File: src/rtl/ring_position_monitor.sv
// Tracks a one-hot ring counter: encodes the hot bit, checks single-step motion
// in the commanded direction, counts revolutions and records faults.
//
// state | meaning
// SYNC  | waiting for a clean one-hot sample to lock onto
// TRACK | locked; every sample is checked against the expected position
module ring_position_monitor #(
  parameter int WIDTH = 8,
  parameter int REV_W = 8,
  parameter int ERR_W = 4,
  localparam int IDX_W = $clog2(WIDTH)
) (
  input  logic             clk,
  input  logic             rst,
  input  logic [WIDTH-1:0] ring,
  input  logic             step,
  input  logic             dir,
  input  logic             clr_err,
  output logic [IDX_W-1:0] idx,
  output logic             idx_valid,
  output logic             rev_tick,
  output logic [REV_W-1:0] rev_count,
  output logic             err_onehot,
  output logic             err_seq,
  output logic [ERR_W-1:0] err_count
);

  typedef enum logic {SYNC = 1'b0, TRACK = 1'b1} state_t;

  state_t           state_q, state_d;
  logic [IDX_W-1:0] idx_q, idx_d;
  logic             rev_tick_q, rev_tick_d;
  logic [REV_W-1:0] rev_count_q, rev_count_d;
  logic             err_onehot_q, err_onehot_d;
  logic             err_seq_q, err_seq_d;
  logic [ERR_W-1:0] err_count_q, err_count_d;

  logic             onehot_ok;
  logic [IDX_W-1:0] new_idx;
  logic [IDX_W-1:0] expected;
  logic             wraps;
  logic             fault_oh, fault_seq;

  // Exactly one bit set: non-zero and clearing the lowest set bit leaves zero.
  assign onehot_ok = (ring != '0) && ((ring & (ring - WIDTH'(1))) == '0);

  always_comb begin
    new_idx = '0;
    for (int i = 0; i < WIDTH; i++) begin
      if (ring[i]) new_idx = IDX_W'(i);
    end
  end

  // WIDTH is a power of two, so modulo arithmetic is plain IDX_W-bit wrap.
  assign expected = dir ? (idx_q - IDX_W'(1)) : (idx_q + IDX_W'(1));
  assign wraps    = dir ? (idx_q == '0) : (idx_q == IDX_W'(WIDTH - 1));

  always_comb begin
    state_d     = state_q;
    idx_d       = idx_q;
    rev_tick_d  = 1'b0;
    rev_count_d = rev_count_q;
    fault_oh    = 1'b0;
    fault_seq   = 1'b0;
    case (state_q)
      SYNC: begin
        if (onehot_ok) begin
          state_d = TRACK;
          idx_d   = new_idx;
        end
      end
      TRACK: begin
        if (!onehot_ok) begin
          fault_oh = 1'b1;
          state_d  = SYNC;
        end else if (step) begin
          idx_d = new_idx;
          if (new_idx == expected) begin
            if (wraps) begin
              rev_tick_d  = 1'b1;
              rev_count_d = rev_count_q + REV_W'(1);
            end
          end else begin
            fault_seq = 1'b1;
          end
        end else if (new_idx != idx_q) begin
          fault_seq = 1'b1;
          idx_d     = new_idx;
        end
      end
      default: state_d = SYNC;
    endcase
  end

  // A fault in the same cycle as a clear survives the clear as a fresh count of one.
  always_comb begin
    err_onehot_d = err_onehot_q;
    err_seq_d    = err_seq_q;
    err_count_d  = err_count_q;
    if (clr_err) begin
      err_onehot_d = fault_oh;
      err_seq_d    = fault_seq;
      err_count_d  = (fault_oh || fault_seq) ? ERR_W'(1) : '0;
    end else begin
      err_onehot_d = err_onehot_q | fault_oh;
      err_seq_d    = err_seq_q | fault_seq;
      if ((fault_oh || fault_seq) && !(&err_count_q)) begin
        err_count_d = err_count_q + ERR_W'(1);
      end
    end
  end

  always_ff @(posedge clk) begin
    if (rst) begin
      state_q      <= SYNC;
      idx_q        <= '0;
      rev_tick_q   <= 1'b0;
      rev_count_q  <= '0;
      err_onehot_q <= 1'b0;
      err_seq_q    <= 1'b0;
      err_count_q  <= '0;
    end else begin
      state_q      <= state_d;
      idx_q        <= idx_d;
      rev_tick_q   <= rev_tick_d;
      rev_count_q  <= rev_count_d;
      err_onehot_q <= err_onehot_d;
      err_seq_q    <= err_seq_d;
      err_count_q  <= err_count_d;
    end
  end

  assign idx        = idx_q;
  assign idx_valid  = (state_q == TRACK);
  assign rev_tick   = rev_tick_q;
  assign rev_count  = rev_count_q;
  assign err_onehot = err_onehot_q;
  assign err_seq    = err_seq_q;
  assign err_count  = err_count_q;

endmodule

File: config.mk
export PLATFORM = sky130hd
export DESIGN_NAME = ring_position_monitor
export DESIGN_NICKNAME = d
export VERILOG_FILES = /design/src/rtl/ring_position_monitor.sv
export SDC_FILE = /design/constraint.sdc
export NUM_CORES = 1
export LEC_CHECK = 0
export CAP_MARGIN = 20
export CELL_PAD_IN_SITES_DETAIL_PLACEMENT = 1
export CELL_PAD_IN_SITES_GLOBAL_PLACEMENT = 2
export CORE_MARGIN = 1
export CORE_UTILIZATION = 29
export DETAILED_ROUTE_END_ITERATION = 10
export HOLD_SLACK_MARGIN = 0.02
export PLACE_DENSITY_LB_ADDON = 0.1
export SLEW_MARGIN = 20
export SYNTH_ARGS = -nofsm -noshare
export SYNTH_HDL_FRONTEND = slang
export SYNTH_SLANG_ARGS = --single-unit
File: constraint.sdc
create_clock -name clk -period 3.6 [get_ports clk]
set_input_delay 0.72 -clock clk [delete_from_list [all_inputs] [get_ports clk]]
set_output_delay 0.72 -clock clk [all_outputs]
set_load 0.02 [all_outputs]
Word level (Yosys, flattened, before mapping)
Index checks and enable logic that the tools add are counted.
Widths: inputs -> output; s select.
{"block": "word_totals", "register_bits": 19, "in_bits": 13, "out_inout_bits": 19, "wordCells": 65}
{"block": "op_classes", "n_addsub": 5, "eq_ne": 6, "muxes": 28, "bitwise_logic": 7, "n_reduce_logical": 12}
{"op": "$mux 3", "count": 10}
{"op": "$mux 1", "count": 14}
{"op": "$add 8x1->8 const B", "count": 1}
{"op": "$and 8x8->8", "count": 1}
{"op": "$logic_not 8->1", "count": 1}
{"op": "$mux 4", "count": 2}
{"op": "$reduce_bool 8->1", "count": 1}
{"op": "$sub 8x1->8 const B", "count": 1}
{"op": "$pmux 3 s2", "count": 1}
{"op": "$reduce_and 5->1", "count": 1}
{"op": "$reduce_or 5->1", "count": 1}
{"op": "$add 4x1->4 const B", "count": 1}
{"op": "$not 1->1", "count": 4}
{"op": "$reduce_and 4->1", "count": 1}
{"op": "$add 3x1->3 const B", "count": 1}
{"op": "$eq 3x3->1", "count": 1}
{"op": "$eq 3x3->1 const B", "count": 1}
{"op": "$logic_not 3->1", "count": 1}
{"op": "$ne 3x2->1 const B", "count": 1}
{"op": "$ne 3x3->1", "count": 1}
{"op": "$reduce_and 3->1", "count": 1}
{"op": "$sub 3x1->3 const B", "count": 1}
{"op": "$logic_and 1x1->1", "count": 2}
{"op": "$mux 2", "count": 1}
{"op": "6 further kinds", "count": 7}

Longest topological paths before layout
Gate-level depths: netlist of run 1.
{"block": "logic_depth", "depth_word": 16, "mapped_depth": 9, "depth_no_buf": 7}

Least setup slack after synthesis of run 1
OpenSTA, ideal clock, no wires.
{"block": "synth_path", "kind": "input -> register", "start": "input port ring[5]", "end": "register rev_count_q[4], in the netlist rev_count[4]", "setup_time_ns": 0.071, "t_arrival_ns": 2.561, "t_required_ns": 3.529, "path_slack_ns": 0.968, "path_stages": 9, "n_path_buf": 2, "path_cell_list": "buf_4 nor4_2 xnor2_2 xnor2_1 nor3_2 nand4_2 buf_6 or4_1 a21oi_1"}
{"block": "synth_via", "elab_chain_len": 5, "elab_cells_between_ends": 10, "classes_between": "1 x add/sub; 1 x eq/ne; 3 x mux; 1 x bitwise; 4 x reduce/logical"}
{"item": "start, declared", "line": "15", "text": "input logic [WIDTH-1:0] ring,"}
{"item": "$sub 8x1->8 or $mux 3 (tied branches)", "line": "45, 50"}
{"item": "$and 8x8->8 or $mux 3 (tied branches)", "line": "45, 50"}
{"item": "$logic_not 8->1 or $mux 3 (tied branches)", "line": "45, 50"}
{"item": "$logic_and 1x1->1 or $eq 3x3->1 (tied branches)", "line": "45, 78"}
{"item": "$reduce_and 5->1 (no source line) (*)"}
{"item": "end signal, assigned", "line": "126", "text": "rev_count_q <= rev_count_d;"}
{"item": "end, declared", "line": "33", "text": "logic [REV_W-1:0] rev_count_q, rev_count_d;"}
Every way passes the cells marked *; elsewhere a longest branch is shown, timed or not.
A chain may end at the register's enable or synchronous reset.

Worst setup path in the final report of run 1
{"block": "layout_path", "start": "input port ring[4]", "end": "register rev_count_q[5], in the netlist rev_count[5]"}
{"block": "layout_via", "elab_chain_len": 6, "elab_cells_between_ends": 11, "classes_between": "1 x add/sub; 1 x eq/ne; 4 x mux; 1 x bitwise; 4 x reduce/logical"}
{"item": "parallel branches: the longest is 5 deep, another holds $sub 8x1->8"}
{"item": "$reduce_and 5->1 (no source line) (*)"}
Mark *: on every way between the ends.

==> results of run 1 <==
sequential cells by signal, summed over array words and instances, names as in the netlist:
name and cells:
rev_count 8, err_count 4, idx 3, err_onehot 1
err_seq 1, idx_valid 1, rev_tick 1
layer usage:
metal,vias to the layer above,global-route usage [%]
li1,559,-
met1,524,19.05
met2,21,26.66
met3,4,2.778
met4,0,6.522
met5,-,0
power by group through the flow:
stage          registers [W]  clock network [W]  logic (W)
2_1_floorplan       0.000219                  0  0.0000354
3_3_place_gp        0.000218                  0  0.0000617
3_5_place_dp        0.000219                  0  0.0000628
4_1_cts             0.000214           0.000160  0.0000632
5_1_grt             0.000214           0.000171  0.0000685
6_report            0.000214           0.000150  0.0000621
stage by stage:
stage	setup slack, ps	instances	utilization, %
3_5_place_dp	214.7	211	40.21
2_1_floorplan	968.1	138	-
4_1_cts	475.0	215	41.44
3_3_place_gp	355.0	211	40.21
6_report	514.1	215	41.44
5_1_grt	303.9	215	41.44
synth_stat cells (2+ instances only):
| library cell | count |
|---|---|
| inv_1 | 6 |
| o31ai_1 | 5 |
| a21oi_1 | 8 |
| clkbuf_1 | 3 |
| or4_1 | 4 |
| xor2_1 | 3 |
| buf_4 | 2 |
| a211oi_1 | 2 |
| or3_1 | 4 |
| nor2_1 | 16 |
| and3_1 | 3 |
| mux2i_1 | 6 |
| nand2_1 | 8 |
| and2_1 | 2 |
| nand3_1 | 5 |
| ha_1 | 2 |
| dfxtp_1 | 19 |
| xnor2_1 | 4 |
| nand4_1 | 3 |
| o21ai_0 | 3 |
| nor3_2 | 2 |
| buf_2 | 2 |
worst register-to-register path: stages, from the launching register on:
cell and delay (ps):
dfxtp_1 390, fa_1 430, xnor2_1 150, xnor2_1 160, nor3_2 200, nand4_2 280, or4_1 580, a21oi_1 160
final cells by class:
| type | instances | share of cell area [%] |
|---|---|---|
| Inverter | 6 | 1.441 |
| Clock inverter | 1 | 0.3203 |
| Sequential cell | 19 | 24.34 |
| Multi-Input combinational cell | 105 | 46.60 |
| Tap cell | 48 | 3.843 |
| Timing Repair Buffer | 33 | 20.82 |
| Clock buffer | 3 | 2.642 |
logic make-up after synthesis:
group                    Yosys count  synth area share, %
multiplexers                       6                5.096
buffers and inverters             14                5.944
flip-flops                        19                32.27
AO/OA/AOI/OAI                     29                17.52
AND/OR/NAND/NOR                   59                28.77
XOR/XNOR                           8                6.582
adder cells (fa/ha/maj)            3                3.821
path summary, 6_finish.rpt:
path	start	to	slack, ps	depth (start not counted)
setup reg to reg	idx[0]	rev_count[5]	1170	7
setup / recovery	ring[4]	rev_count[5]	510	8
hold / removal	rev_count[7]	rev_count[7]	490	2
hold reg to reg	rev_count[7]	rev_count[7]	490	2
==> qor.csv, run 1 <==
stage;metric;value;unit
power_and_ir_drop;p_comb_share;14.6;%
timing;layout_min_cycle_time;3086;ps
drt;met1Wirelength;1.412;mm
floorplan;coreArea;0.003771;mm2
drt;ant_nets;0;
grt;grt_max_degree;19;
power_and_ir_drop;p_int;0.0003178;W
timing;setup_viol;0;
synth;yosysSeqAreaShare;32.27;%
setup_path;critPathKind;in -> reg;
setup_path;critPathMaxStageDelay;580;ps
cells_and_area;final_common_cell;clkdlybuf4s50_1;
drt;vias_per_cell;5.153;
place;dpl_cell_area;0.001516;mm2
drt;first_pass_iters;3;
setup_path;worst-path-max-fanout;13;
power_and_ir_drop;p_sw_share;25.33;%
power_and_ir_drop;pwr-share-seq;50.2;%
drt;dr.first_iter.drc_count;53;
power_and_ir_drop;ir_drop;138.1;uV
grt;grt_pass1_wl;5.175;mm
floorplan;initial_utilization;31.25;%
timing;max-slew-margin-rel;55.99;%
cells_and_area;layout-drive-gt1-share;8.982;%
synth;yosysWarnings;0;
place;gp_congestion;0.7428;
floorplan;dieArea;0.004323;mm2
clock_tree;cts_buffers;3;
cells_and_area;area_growth;32.59;%
timing;drv_slew;0;
place;dp_hpwl;2.278;mm
timing;fin_setup_tns;0;ps
drt;wl_met3;91;um
setup_path;path_cells;clkdlybuf4s50_1 -> nor4_2 -> xnor2_2 -> xnor2_1 -> nor3_2 -> nand4_2 -> or4_1 -> a21oi_1;
run;maxCapViolations;0;
timing;hold_viol;0;
synth;synthFlopType;dfxtp_1;
setup_path;cp.buffers_inverters;1;
cells_and_area;final_cell_area;0.001563;mm2
clock_tree;clock_path_buffers;2;
setup_path;end_kind;flip-flop;
drt;topRoutingLayerUsed;met4;
run_status;status;finished, final reports clean;
floorplan;std_cell_rows;22;
drt;wl_met2;1.383;mm
clock_tree;cts.sinks;19;
synth;syn_inst;138;
clock_tree;hold_buffers;0;
timing;holdWs;485.7;ps
cells_and_area;n_fill_cell;428;
floorplan;fp.dieW;65.75;um
hold_path;hold_class;reg -> reg;
synth;yosys_register_bits;19;
drt;routed_wl;2.926;mm
clock_tree;h-tree-depth;1;
grt;grt_usage;15.64;%
place;port-buffer-count;31;
clock_tree;cts_tree;done;
power_and_ir_drop;p_clk_share;35.2;%
cells_and_area;area.sequential;380.4;um2
grt;overflow;0;
cells_and_area;final_cell_mix;clkdlybuf4s50_1 (31), dfxtp_1 (19), nor2_1 (16);
setup_path;slowest_stage;or4_1;
synth;synth_enable_flop_cells;0;
timing;max_freq;324.1;MHz
setup_path;worstPathArrival;3260;ps
clock_tree;clk_latency;250;ps
drt;wl_per_cell;13.61;um
synth;yosys.area.top_type_share;32.27;%
drt;drcViolationCount;0;
power_and_ir_drop;p_sw;0.0001078;W
grt;grt_pass1_vias;1141;
timing;clock-skew-final;1.262;ps
timing;post-route-period-util;85.72;%
grt;antenna_found_initial;0;
clock_tree;clk_pin_slew;70;ps
floorplan;die_y;65.75;um
synth;avgSynthCellArea;8.541;um2
power_and_ir_drop;powerDensity;272.3;mW/mm2
synth;synthArstFlopShare;0;%
clock_tree;postCtsSetupBuffers;0;
timing;max_slew.worst_pin.slew;658.1;ps
clock_tree;cts-root-buf;clkbuf_8;
cells_and_area;multiInputGateArea;728.2;um2
timing;rsz0062_at_grt;false;
synth;syn_nets;154;
cells_and_area;finalNetCount;184;
power_and_ir_drop;power;0.0004256;W
clock_tree;cts_resized;0;
floorplan;io_pins;32;
power_and_ir_drop;leakagePower;0.5606;nW
setup_path;crit_family;simple AND/OR/NAND/NOR gates;
setup_path;crit_required;3770;ps
synth;ys_top_cells_by_area;dfxtp_1 (32%), mux2i_1 (5.1%), nor2_1 (5.1%), a21oi_1 (3.4%), o31ai_1 (3.2%);
synth;yosys.area.top_type;dfxtp_1;
synth;synth_cell_types;48;
drt;via_count;1108;
setup_path;worst_setup_path_start_kind;primary input;
synth;syn-cell-area;0.001179;mm2
cells_and_area;diodes;0;
Power figures use the tool's default switching activity.
==> run 2, diff against run 1 <==
--- a/config.mk
+++ b/config.mk
@@ -7,2 +7,3 @@
 export LEC_CHECK = 0
+export ABC_AREA = 1
 export CAP_MARGIN = 20
@@ -11,4 +12,5 @@
 export CORE_MARGIN = 1
-export CORE_UTILIZATION = 29
+export CORE_UTILIZATION = 27
 export DETAILED_ROUTE_END_ITERATION = 10
+export GPL_TIMING_DRIVEN = 0
 export HOLD_SLACK_MARGIN = 0.02
==> constraint.sdc (replaced) <==
create_clock -name clk -period 3.6 [get_ports clk]
set_input_delay 0.9 -clock clk [delete_from_list [all_inputs] [get_ports clk]]
set_output_delay 0.9 -clock clk [all_outputs]
set_load 0.02 [all_outputs]
==> run 2 against run 1 <==
Compared with the run above:
- synthesized cell count increased by 40%
- utilization decreased by 3.7 points
- final cell count increased by 30%
- non-clock buffer count decreased by 1
- die area increased by 12%
- sequential share of layout area decreased by 1.4 points
- combinational power increased by 14%
- via count increased by 21%
- cell area increased by 6.0%
- worst hold slack got worse by 25 ps
- routed wire length increased by 17%
- setup slack improved by 220 ps
==> qor.csv, run 2 <==
stage;metric;value;unit;change
run_status;status;finished, final reports clean;;
synth;ys_top_cells_by_area;dfxtp_1 (31%), nand2_1 (16%), inv_1 (8.2%), nand3_1 (7.3%), nor2_1 (5.5%);;
cells_and_area;final_cell_mix;nand2_1 (54), clkdlybuf4s50_1 (31), inv_1 (27);;
cells_and_area;diodes;0;;unchanged
clock_tree;cts_tree;done;;
synth;synth_cell_types;30;;-38%
place;gp_congestion;0.7761;;+4.5%
timing;max-slew-margin-rel;68.47;%;+12 points
cells_and_area;finalNetCount;245;;+33%
timing;layout_min_cycle_time;2869;ps;-217.2 ps
cells_and_area;largest_reg_flops;8;;unchanged
drt;wl_per_cell;12.19;um;-10%
hold_path;hold_class;reg -> reg;;
setup_path;crit_required;3730;ps;-40 ps
grt;antenna_found_initial;0;;unchanged
synth;yosysSeqAreaShare;30.77;%;-1.5 points
timing;post-route-period-util;79.68;%;-6.0 points
clock_tree;cts.sinks;19;;unchanged
synth;synthFlopType;dfxtp_1;;
timing;hold_viol;0;;unchanged
setup_path;worst-path-max-fanout;9;;-4
drt;via_count;1340;;+21%
power_and_ir_drop;powerDensity;262.1;mW/mm2;-3.7%
floorplan;dieArea;0.004853;mm2;+12%
grt;grt_max_degree;11;;-8
synth;yosys.area.top_type_share;30.77;%;-1.5 points
floorplan;fp.dieW;69.67;um;+6.0%
clock_tree;h-tree-depth;1;;unchanged
floorplan;die_y;69.67;um;+6.0%
floorplan;coreArea;0.004384;mm2;+16%
synth;yosys_register_bits;19;;unchanged
clock_tree;clock_path_buffers;2;;unchanged
timing;rsz0062_at_grt;false;;
synth;avgSynthCellArea;6.405;um2;-25%
place;dp_hpwl;2.817;mm;+24%
cells_and_area;area_growth;34.01;%;
synth;synth_enable_flop_cells;0;;unchanged
place;port-buffer-count;31;;unchanged
synth;syn_inst;193;;+40%
drt;ant_nets;0;;unchanged
timing;drv_slew;0;;unchanged
drt;first_pass_iters;4;;+1
clock_tree;clk_pin_slew;70;ps;about the same
cells_and_area;final_common_cell;nand2_1;;
clock_tree;clk_latency;250;ps;about the same
timing;fin_setup_tns;0;ps;unchanged
synth;syn-cell-area;0.001236;mm2;+4.9%
grt;grt_pass1_vias;1375;;+21%
synth;syn_nets;209;;+36%
setup_path;critPathKind;in -> reg;;
setup_path;worstPathArrival;3000;ps;-260 ps
setup_path;end_kind;flip-flop;;
power_and_ir_drop;ir_drop;164.0;uV;+19%
drt;routed_wl;3.412;mm;+17%
grt;grt_pass1_wl;5.954;mm;+15%
timing;setup_viol;0;;unchanged
cells_and_area;layout-drive-gt1-share;9.211;%;+0.23 points
cells_and_area;fin_cells;280;;+30%
place;dp_cells;276;;+31%
clock_tree;cts-root-buf;clkbuf_8;;
floorplan;io_pins;32;;unchanged
timing;clock-skew-final;3.457;ps;+2.195 ps
grt;grt_usage;14.94;%;-0.70 points
run;maxCapViolations;0;;unchanged
timing;max_slew.worst_pin.slew;472.9;ps;-185.2 ps
clock_tree;hold_buffers;0;;unchanged
synth;yosys.area.top_type;dfxtp_1;;
drt;dr.first_iter.drc_count;13;;-75%
floorplan;initial_utilization;28.20;%;-3.1 points
grt;overflow;0;;unchanged
synth;yosysMostFrequentCell;nand2_1;;
drt;vias_per_cell;4.786;;-7.1%
synth;synthTopCellsByCount;nand2_1 (54), inv_1 (27), dfxtp_1 (19);;
synth;yosysWarnings;0;;unchanged
clock_tree;cts_resized;0;;unchanged
timing;max_freq;348.6;MHz;+7.6%
clock_tree;postCtsSetupBuffers;0;;unchanged
floorplan;std_cell_rows;24;;+9.1%
synth;synthArstFlopShare;0;%;unchanged
setup_path;worst_setup_path_start_kind;primary input;;
clock_tree;cts_buffers;3;;unchanged
cells_and_area;n_fill_cell;578;;+35%
drt;drcViolationCount;0;;unchanged
power_and_ir_drop;leakagePower;0.7295;nW;+30%
[run 2: cell types whose count changed in the layout (fill, tap and decap cells not counted), sizes merged, moves of 5 or more]
cell / previous run / this run
nor2: 16 / 23
inv: 6 / 28
nand3: 5 / 20
a21oi: 8 / 13
mux2i: 6 / 0
o31ai: 6 / 0
o21ai: 4 / 9
nand2: 8 / 59
[run 2: worst paths after layout]
kind	startpoint	end	slack, ps	depth (start not counted)
max	dir	rev_count[5]	730	12
min reg2reg	err_onehot	err_onehot	460	2
min	err_onehot	err_onehot	460	2
max reg2reg	idx[0]	rev_count[5]	1550	11
[run 2: area by class of cell]
| class | count | area [um2] | area share, % |
|---|---|---|---|
| Multi-Input combinational cell | 144 | 742.0 | 44.79 |
| Tap cell | 52 | 65.06 | 3.927 |
| Buffer | 1 | 3.754 | 0.2266 |
| Inverter | 29 | 110.1 | 6.647 |
| Timing Repair Buffer | 31 | 310.3 | 18.73 |
| Sequential cell | 19 | 380.4 | 22.96 |
| Clock buffer | 4 | 45.04 | 2.719 |
[run 2: metal layers]
| layer | global-route usage (%) | part of all wire (%) | vias to the layer above |
|---|---|---|---|
| met5 | 0 | 0 | - |
| met3 | 3.924 | 3.7 | 2 |
| met2 | 26.75 | 50 | 22 |
| met4 | 2.000 | 0.56 | 0 |
| li1 | - | - | 682 |
| met1 | 18.32 | 46 | 634 |
[run 2: power breakdown]
group          internal (W)  total [W]  switching, W  leakage, nW
clock network     0.0000787   0.000149     0.0000707       0.0228
logic             0.0000298  0.0000707     0.0000409        0.553
registers          0.000212   0.000214    0.00000225        0.153
[run 2: logic make-up after synthesis]
group	after synthesis	share of synthesized area, %
buf+inv	30	9.210
flops	19	30.77
xor+xnor	5	3.543
simple gates	112	42.51
fa+ha+maj	3	3.643
compound gates	24	10.32
[run 2: stage by stage]
stage | setup WS [ps] | hold slack [ps] | total power (W) | instance area (um2) | util (%)
2_1_floorplan | 1251 | 540.3 | 0.0002587 | 1236 | -
3_3_place_gp | 503.5 | 450.5 | 0.0002882 | 1612 | 36.76
3_5_place_dp | 424.5 | 449.3 | 0.0002909 | 1612 | 36.76
4_1_cts | 690.6 | 469.2 | 0.0004435 | 1657 | 37.79
5_1_grt | 539.9 | 506.1 | 0.0004631 | 1657 | 37.79
6_report | 731.4 | 460.2 | 0.0004343 | 1657 | 37.79
[run 2: critical path, cell delays in order]
cell and delay (ps):
clkdlybuf4s50_1 500, fa_1 460, nand3b_1 190, nand3b_1 100
nand2_1 80, nor2_1 110, nand2_1 100, inv_1 80
nand3_2 120, clkinv_2 140, and3_1 180, nor3_2 40
==> run 3, diff against run 2 <==
CORE_UTILIZATION = 25   (was 27)
clock period = 2.7 ns   (was 3.6 ns; I/O delays follow)
==> run 3 against run 2 <==
Compared with the run above:
- highest routed layer unchanged
- via count is 2.2% lower
- utilization shrank 2.4 points
- clock power grew 35%
- cell area up 1.6%
- clock skew increased by 1.3 ps
- total power up 34%
- largest cell class unchanged
- final cell count grew 5.4%
- sequential cell count unchanged
- routed wire length is 2.1% higher
- largest power group unchanged
- worst hold slack better by 19 ps
- setup slack got worse by 380 ps
- critical path type unchanged
==> qor.csv, run 3 (synthesis gave the netlist of run 2 again) <==
stage;metric;value;unit;change
drt;drcViolationCount;0;;unchanged
place;gp_congestion;0.7513;;-3.2%
setup_path;crit_family;simple AND/OR/NAND/NOR gates;;
floorplan;std_cell_rows;25;;+4.2%
timing;clock-skew-final;4.774;ps;+1.317 ps
cells_and_area;finalNetCount;245;;unchanged
drt;dr.first_iter.drc_count;35;;+22
power_and_ir_drop;power;0.0005804;W;+34%
clock_tree;cts.sinks;19;;unchanged
cells_and_area;final_cell_mix;nand2_1 (54), clkdlybuf4s50_1 (30), inv_1 (27);;
timing;hold_viol;0;;unchanged
cells_and_area;final_util;35.39;%;-2.4 points
clock_tree;h-tree-depth;1;;unchanged
power_and_ir_drop;leakagePower;0.7395;nW;+1.4%
setup_path;worst-path-max-fanout;9;;unchanged
setup_path;path_cells;clkdlybuf4s50_1 -> nor2_2 -> nand2_2 -> nand2_1 -> nand2_1 -> nand2_1 -> nand2_1 -> nor2_1 -> nand2_1 -> inv_1 -> nand3_2 -> inv_4 -> and3_1 -> nor3_2;;
timing;max-slew-margin-rel;64.30;%;-4.2 points
cells_and_area;largest_reg_flops;8;;unchanged
floorplan;fp.dieW;72.32;um;+3.8%
floorplan;initial_utilization;26.00;%;-2.2 points
timing;post-route-period-util;87.05;%;
cells_and_area;final_cell_area;0.001683;mm2;+1.6%
timing;setup_viol;0;;unchanged
setup_path;crit_required;2830;ps;-900 ps
cells_and_area;final_common_cell;nand2_1;;
setup_path;cp.buffers_inverters;3;;unchanged
place;port-buffer-count;31;;unchanged
place;dp_hpwl;2.859;mm;+1.5%
place;dpl_cell_area;0.001630;mm2;+1.2%
grt;overflow;0;;unchanged
clock_tree;cts_buffers;3;;unchanged
setup_path;slowest_stage;clkdlybuf4s50_1;;
grt;grt_pass1_wl;5.982;mm;+0.47%
cells_and_area;area_growth;36.13;%;
power_and_ir_drop;p_sw;0.0001533;W;+35%
power_and_ir_drop;pwr-share-seq;49.2;%;about the same
power_and_ir_drop;p_int;0.0004271;W;+33%
drt;vias_per_cell;4.441;;-7.2%
setup_path;worstPathArrival;2480;ps;-520 ps
floorplan;io_pins;32;;unchanged
clock_tree;cts_resized;0;;unchanged
power_and_ir_drop;p_clk_share;34.7;%;+0.3 points
clock_tree;cts_tree;done;;
setup_path;cpMostUsedCell;nand2_1;;
clock_tree;postCtsSetupBuffers;0;;unchanged
setup_path;worst_setup_path_start_kind;primary input;;
grt;grt_pass1_vias;1339;;-2.6%
cells_and_area;layout-drive-gt1-share;9.649;%;+0.44 points
clock_tree;clk_latency;260;ps;about the same
cells_and_area;diodes;0;;unchanged
drt;wl_per_cell;11.80;um;-3.1%
drt;via_count;1310;;-2.2%
clock_tree;cts-root-buf;clkbuf_8;;
run_status;status;finished, final reports clean;;
setup_path;end_kind;flip-flop;;
hold_path;hold_class;reg -> reg;;
setup_path;critPathKind;in -> reg;;
power_and_ir_drop;p_sw_share;26.41;%;+0.20 points
drt;routed_wl;3.482;mm;+2.1%
grt;grt_max_degree;11;;unchanged
timing;layout_min_cycle_time;2350;ps;
clock_tree;clock_path_buffers;2;;unchanged
timing;max_freq;425.5;MHz;
power_and_ir_drop;ir_drop;187.5;uV;+14%
grt;antenna_found_initial;0;;unchanged
power_and_ir_drop;powerDensity;344.9;mW/mm2;+32%
drt;first_pass_iters;4;;unchanged
power_and_ir_drop;p_comb_share;16.1;%;-0.2 points
floorplan;dieArea;0.005230;mm2;+7.8%
clock_tree;clk_pin_slew;80;ps;about the same
grt;grt_usage;14.30;%;-0.64 points
run;maxCapViolations;0;;unchanged
clock_tree;hold_buffers;0;;unchanged
timing;drv_slew;0;;unchanged
floorplan;coreArea;0.004755;mm2;+8.4%
setup_path;critPathMaxStageDelay;460;ps;-40 ps
timing;fin_setup_tns;0;ps;unchanged
floorplan;die_y;72.32;um;+3.8%
drt;ant_nets;0;;unchanged
timing;rsz0062_at_grt;false;;
timing;max_slew.worst_pin.slew;535.5;ps;+62.63 ps
[run 3: cell types whose count changed in the layout (fill, tap and decap cells not counted), sizes merged]
| cell | before | now |
|---|---|---|
| clkdlybuf4s50 | 31 | 30 |
| clkinv | 1 | 0 |
| dlymetal6s2s | 0 | 1 |
| inv | 28 | 29 |
[run 3: final cells by class]
| type | count | area, um2 |
|---|---|---|
| timing repair buffer | 31 | 312.8 |
| sequential | 19 | 380.4 |
| fill | 626 | 3072 |
| inverter | 29 | 111.4 |
| buffer | 1 | 3.754 |
| tap | 67 | 83.83 |
| clock buffer | 4 | 45.04 |
| multi-input combinational | 144 | 745.7 |
[run 3: final timing paths]
path / cells after the start / endpoint / slack [ps] / startpoint
setup / recovery: 14 / rev_count[5] / 350 / ring[6]
setup reg to reg: 11 / rev_count[5] / 650 / idx[0]
hold reg to reg: 2 / err_onehot / 480 / err_onehot
hold / removal: 2 / err_onehot / 480 / err_onehot
[run 3: per-layer routing]
| layer | track usage (%) | vias to the layer above | wire (um) |
|---|---|---|---|
| li1 | - | 681 | - |
| met1 | 18.58 | 602 | 1656 |
| met2 | 24.71 | 25 | 1679 |
| met3 | 3.611 | 2 | 134 |
| met4 | 1.307 | 0 | 11 |
| met5 | 0 | - | 0 |
[run 3: worst min-delay path, stage by stage (launching register included)]
cell	delay, ps
dfxtp_1	340
nand2_1	50
o21ai_0	60
[run 3: power groups by stage]
stage / Sequential [W] / Clock (W) / Combinational [W]
after floorplan: 0.000295 / 0 / 0.0000504
after global placement: 0.000292 / 0 / 0.0000925
after detailed placement: 0.000292 / 0 / 0.0000951
after CTS: 0.000286 / 0.000208 / 0.0000959
after global routing: 0.000286 / 0.000222 / 0.000107
final: 0.000286 / 0.000201 / 0.0000935
[run 3: per-stage QoR]
| step | hold slack (ps) | std cells | worst slack (ps) |
|---|---|---|---|
| floorplan | 540.3 | 193 | 576.2 |
| global placement | 456.2 | 291 | -136.8 |
| detailed placement | 466.5 | 291 | -206.4 |
| CTS | 484.9 | 295 | 62.72 |
| global route | 520.2 | 295 | 135.7 |
| finish | 479.5 | 295 | 349.6 |
